File: config.mk
export PLATFORM = sky130hd
export DESIGN_NAME = multiplier
export DESIGN_NICKNAME = d
export VERILOG_FILES = /design/src/rtl/multiplier_pkg.sv /design/src/rtl/adder.sv /design/src/rtl/multiplier.sv
export SDC_FILE = /design/constraint.sdc
export NUM_CORES = 1
export LEC_CHECK = 0
export CORE_MARGIN = 2
export CORE_UTILIZATION = 40
export DETAILED_ROUTE_END_ITERATION = 7
export PLACE_DENSITY = 0.65
export SLEW_MARGIN = 20
export SYNTH_ARGS = -nofsm -noshare
export SYNTH_HDL_FRONTEND = slang
export SYNTH_SLANG_ARGS = --single-unit
File: constraint.sdc
create_clock -name in_clk -period 3.39 [get_ports in_clk]
set_input_delay 0.678 -clock in_clk [delete_from_list [all_inputs] [get_ports in_clk]]
set_output_delay 0.678 -clock in_clk [all_outputs]
set_load 0.01 [all_outputs]
File: src/rtl/multiplier_pkg.sv
`default_nettype none
// ============================================================================
// Module   : multiplier_pkg
// Brief    : Shared arithmetics package. Holds the state encoding used by the
//            sequential arithmetic units (multiplier, divider).
// Revision : 1.0 - initial release
// ============================================================================
package multiplier_pkg;

    // Handshake states common to the sequential arithmetic units
    typedef enum logic [1:0] {
        IDLE     = 2'd0,
        MULT     = 2'd1,
        FINISHED = 2'd2
    } state_t;

endpackage
`default_nettype wire

File: src/rtl/adder.sv
`default_nettype none
// ============================================================================
// Module   : adder
// Brief    : Combinational WIDTH-bit adder with carry-in. The carry-out is
//            discarded; callers size WIDTH so that it can never be needed.
// Revision : 1.0 - initial release
// ============================================================================
module adder #(
    parameter int WIDTH = 32
) (
    input  logic [WIDTH-1:0] in_a,
    input  logic [WIDTH-1:0] in_b,
    input  logic             in_cin,
    output logic [WIDTH-1:0] out_sum
);

    // Plain sum; bits above WIDTH are dropped
    assign out_sum = in_a + in_b + WIDTH'(in_cin);

endmodule
`default_nettype wire

File: src/rtl/multiplier.sv
`default_nettype none
// ============================================================================
// Module   : multiplier
// Brief    : Sequential unsigned shift-and-add multiplier, BITS x BITS ->
//            2*BITS. One partial-product step per clock, fixed latency of
//            BITS cycles, start/finished handshake shared with divider.
// Revision : 1.0 - initial release
// ============================================================================
module multiplier
    import multiplier_pkg::*;
#(
    parameter int BITS = 16
) (
    input  logic              in_clk,
    input  logic              in_rst,
    input  logic [BITS-1:0]   in_a,
    input  logic [BITS-1:0]   in_b,
    input  logic              in_start,
    output logic              out_finished,
    output logic [2*BITS-1:0] out_prod
);

    // Counter width; kept at least one bit so BITS=1 still elaborates
    localparam int CNT_W = (BITS > 1) ? $clog2(BITS) : 1;
    localparam logic [CNT_W-1:0] c_last = CNT_W'(BITS - 1);

    state_t              r_state;
    state_t              w_state_next;
    logic                w_load;
    logic [2*BITS-1:0]   r_a_sh;
    logic [BITS-1:0]     r_b_sh;
    logic [2*BITS-1:0]   r_acc;
    logic [CNT_W-1:0]    r_cnt;
    logic [2*BITS-1:0]   r_prod;
    logic [2*BITS-1:0]   w_sum;
    logic [2*BITS-1:0]   w_acc_next;

    // Accumulate the shifted multiplicand; accumulator is wide enough that
    // the carry-out is never meaningful
    adder #(
        .WIDTH (2*BITS)
    ) u_adder (
        .in_a    (r_acc),
        .in_b    (r_a_sh),
        .in_cin  (1'b0),
        .out_sum (w_sum)
    );

    assign w_acc_next   = r_b_sh[0] ? w_sum : r_acc;
    assign out_finished = (r_state == FINISHED);
    assign out_prod     = r_prod;

    // State register
    always_ff @(posedge in_clk) begin
        if (in_rst) begin
            r_state <= IDLE;
        end else begin
            r_state <= w_state_next;
        end
    end

    // Next-state decode; w_load marks edges that latch fresh operands
    always_comb begin
        w_state_next = r_state;
        w_load       = 1'b0;
        case (r_state)
            IDLE, FINISHED: begin
                if (in_start) begin
                    w_state_next = MULT;
                    w_load       = 1'b1;
                end
            end
            MULT: begin
                if (r_cnt == c_last) begin
                    w_state_next = FINISHED;
                end
            end
            default: begin
                w_state_next = IDLE;
            end
        endcase
    end

    // Datapath: operand latch, one shift-and-add step per MULT cycle, and
    // result capture only on the final step so partial sums never escape
    always_ff @(posedge in_clk) begin
        if (in_rst) begin
            r_a_sh <= '0;
            r_b_sh <= '0;
            r_acc  <= '0;
            r_cnt  <= '0;
            r_prod <= '0;
        end else if (w_load) begin
            r_a_sh <= {{BITS{1'b0}}, in_a};
            r_b_sh <= in_b;
            r_acc  <= '0;
            r_cnt  <= '0;
        end else if (r_state == MULT) begin
            r_acc  <= w_acc_next;
            r_a_sh <= r_a_sh << 1;
            r_b_sh <= r_b_sh >> 1;
            r_cnt  <= r_cnt + CNT_W'(1);
            if (r_cnt == c_last) begin
                r_prod <= w_acc_next;
            end
        end
    end

endmodule
`default_nettype wire

==> flow_summary.yaml <==
status:
  status: "complete, no violations"
timing:
  finalCriticalPeriod_ns: 2.98
  max_slew.worst_pin.slew_ns: 0.907
  rsz0062_at_grt: "no"
  slew_viol_final: 0
  hold_viol_final: 0
  finalCritPeriodShare_pct: 87.9
  tns_ns: 0
  finalSetupViolCount: 0
  fmax_ghz: 0.336
  hold_ws_ns: 0.463
  maxSlewHeadroom_pct: 39.4
  clock_skew_ns: 0.00660
detailed_routing:
  num_vias: 6177
  wl_per_cell_um: 15.7
  via_per_inst: 5.50
  drt_wl_total_mm: 17.7
  ant_nets: 0
  drt_iter0_markers: 378
  drt_pass1_iterations: 4
  post-route-drc-count: 0
worst_setup_path:
  path_class: "register to register"
  start_kind: "register"
  cp.required_ns: 3.71
  crit_fanout: 3
  r2r_end: "out_prod[30]$_SDFFE_PP0P_"
  end_kind: "register"
  regToRegSetupSlack_ns: 0.41
  r2r_cells: 10
  r2r-start: "r_a_sh[0]$_SDFFE_PP0P_"
  worstPathArrival_ns: 3.30
grt:
  antenna_found_initial: 0
  first_global_vias: 5772
  use_met3_pct: 4.30
  track_usage_pct: 20.7
  grt_busiest_layer: "met2"
  grt_use_met1_pct: 27.4
  grt_max_degree: 64
  grt_pass1_wl_mm: 29.6
  overflow: 0
  use_met2_pct: 33.6
clock_tree:
  ctsResizeCount: 0
  numCtsBuffers: 17
  tritoncts: "built"
  htreeDepth: 4
  clk_latency_ns: 0.42
  cts_setup_buffers: 0
  clockBufferDepth: 2
  clk_pin_slew_ns: 0.06
  clkSinkCount: 118
  ctsRootBufferMaster: "clkbuf_16"
  hold_buffers: 0
floorplanning:
  row_count: 47
  die_h_um: 134
  core_area_um2: 16500
  dieArea_um2: 17800
  initial_core_util_pct: 40.8
  die_w_um: 134
  io_pins: 68
yosys:
  synth-main-ff-cell: "dfxtp_1"
  syn_nets: 927
  post_synth.cell_area_avg_um2: 7.81
  syn_area_um2: 6710
  yosysSeqAreaShare_pct: 35.2
  synth_edf_count: 0
  ys.warnings.count: 0
  synth.distinct_cells: 62
  ys_seq_elements: 118
  async_reset_ff_share_pct: 0
  synth_cells: 859
run:
  drv_cap: 0
placed_design:
  dpl.hpwl_mm: 12.1
  io_buffers: 67
  place_congestion: 0.914
worst_hold_path:
  hp-start: "out_prod[2]$_SDFFE_PP0P_"
  min_to: "out_prod[2]$_SDFFE_PP0P_"
  worstHoldPathType: "register to register"
  worstHoldPathCells: 2
layout:
  final_util_pct: 48.8
  fin_nets: 959
  area_growth_pct: 19.7
  final_layout_size_suffix_gt1_share_pct: 7.63
  diodes: 0
pwr:
  ir_drop_v: 0.000405
  leakagePower_uw: 0.00301
  power.density_nw_per_um2: 447
## cell usage in the layout (no fill, tap or decap), drive strengths merged, types with 21 or more instances in the layout
master,n
a211oi,21
a21oi,86
a311oi,32
clkdlybuf4s50,66
dfxtp,118
ha,32
mux2i,22
nand2,160
nor2,81
o21ai,43
## sequential cells by signal (all words and copies together) (netlist names)
register,flops
out_prod,32
r_a_sh,32
r_acc,32
r_b_sh,16
r_cnt,4
r_state,2
## cells in the mapped netlist, types with 17 or more instances
library cell / number / area [um2]
dfxtp_1: 118 / 2360
nand2_1: 160 / 601
clkbuf_1: 36 / 135
nand3_1: 17 / 85.1
nor2_1: 80 / 300
ha_1: 32 / 400
o21ai_0: 39 / 195
a311oi_1: 31 / 272
xnor2_1: 18 / 158
a211oi_1: 21 / 158
a21o_1: 18 / 135
a21oi_1: 86 / 430
mux2i_1: 22 / 220
## where the power goes
| group | switching [uW] | internal [uW] | total (uW) |
|---|---|---|---|
| Combinational | 233 | 145 | 379 |
| Clock | 689 | 1050 | 1740 |
| Sequential | 36.9 | 1430 | 1470 |
| Total | 959 | 2630 | 3590 |
## cell type report
cell class              instances  area [um2]
inverters                      11        41.3
repair buffers                 79         768
flip-flops and latches        118        2360
well taps                     220         275
multi-input cells             664        4010
clock buffers                  19         453
fillers                      1618        8430
clock inverters                13         124
## kinds of logic (layout without fill, tap and decap cells)
kind of cell | after synthesis | count (layout) | share of synthesized area (%)
buffers and inverters | 77 | 122 | 5.35
AO/OA/AOI/OAI | 255 | 255 | 24.9
flip-flops | 118 | 118 | 35.2
AND/OR/NAND/NOR | 325 | 325 | 21.2
adder cells (fa/ha/maj) | 33 | 33 | 6.26
multiplexers | 23 | 23 | 3.45
XOR/XNOR | 28 | 28 | 3.65
## metrics by stage
| stage | setup slack (ns) | cells | area [um2] | total power [uW] |
|---|---|---|---|---|
| 6_report | 0.411 | 1124 | 8040 | 3590 |
| 4_1_cts | 0.431 | 1124 | 8040 | 3620 |
| 5_1_grt | 0.137 | 1124 | 8040 | 3730 |
| 2_1_floorplan | 0.742 | 859 | 6710 | 1760 |
| 3_3_place_gp | 0.529 | 1092 | 7460 | 1870 |
| 3_5_place_dp | 0.465 | 1092 | 7460 | 1870 |
## worst max path at each step
| stage | cells after the start | end | start | slack, ns |
|---|---|---|---|---|
| 2_1_floorplan | 10 | out_prod[30]$_SDFFE_PP0P_ | r_a_sh[0]$_SDFFE_PP0P_ | 0.74 |
| 3_3_place_gp | 10 | out_prod[30]$_SDFFE_PP0P_ | r_a_sh[0]$_SDFFE_PP0P_ | 0.53 |
| 3_5_place_dp | 10 | out_prod[30]$_SDFFE_PP0P_ | r_a_sh[0]$_SDFFE_PP0P_ | 0.46 |
| 4_1_cts | 10 | out_prod[30]$_SDFFE_PP0P_ | r_a_sh[0]$_SDFFE_PP0P_ | 0.43 |
| 5_1_grt | 10 | out_prod[28]$_SDFFE_PP0P_ | r_a_sh[0]$_SDFFE_PP0P_ | 0.14 |
| 6_report | 10 | out_prod[30]$_SDFFE_PP0P_ | r_a_sh[0]$_SDFFE_PP0P_ | 0.41 |
## routing by layer
| layer | wire length [um] | part of all wire [%] |
|---|---|---|
| met3 | 751 | 4.2 |
| met5 | 0 | 0 |
| met1 | 8600 | 49 |
| met2 | 8070 | 46 |
| met4 | 271 | 1.5 |
## worst max-delay path: stages, from the launching register on
cell,delay (ns)
dfxtp_1,0.33
ha_1,0.25
fa_1,0.43
a211oi_1,0.39
o21a_1,0.22
o22a_1,0.21
a21oi_1,0.12
o31ai_1,0.22
nor3b_2,0.29
xor2_1,0.12
a2111oi_2,0.29
No activity file was read; power rests on OpenSTA's default activity.
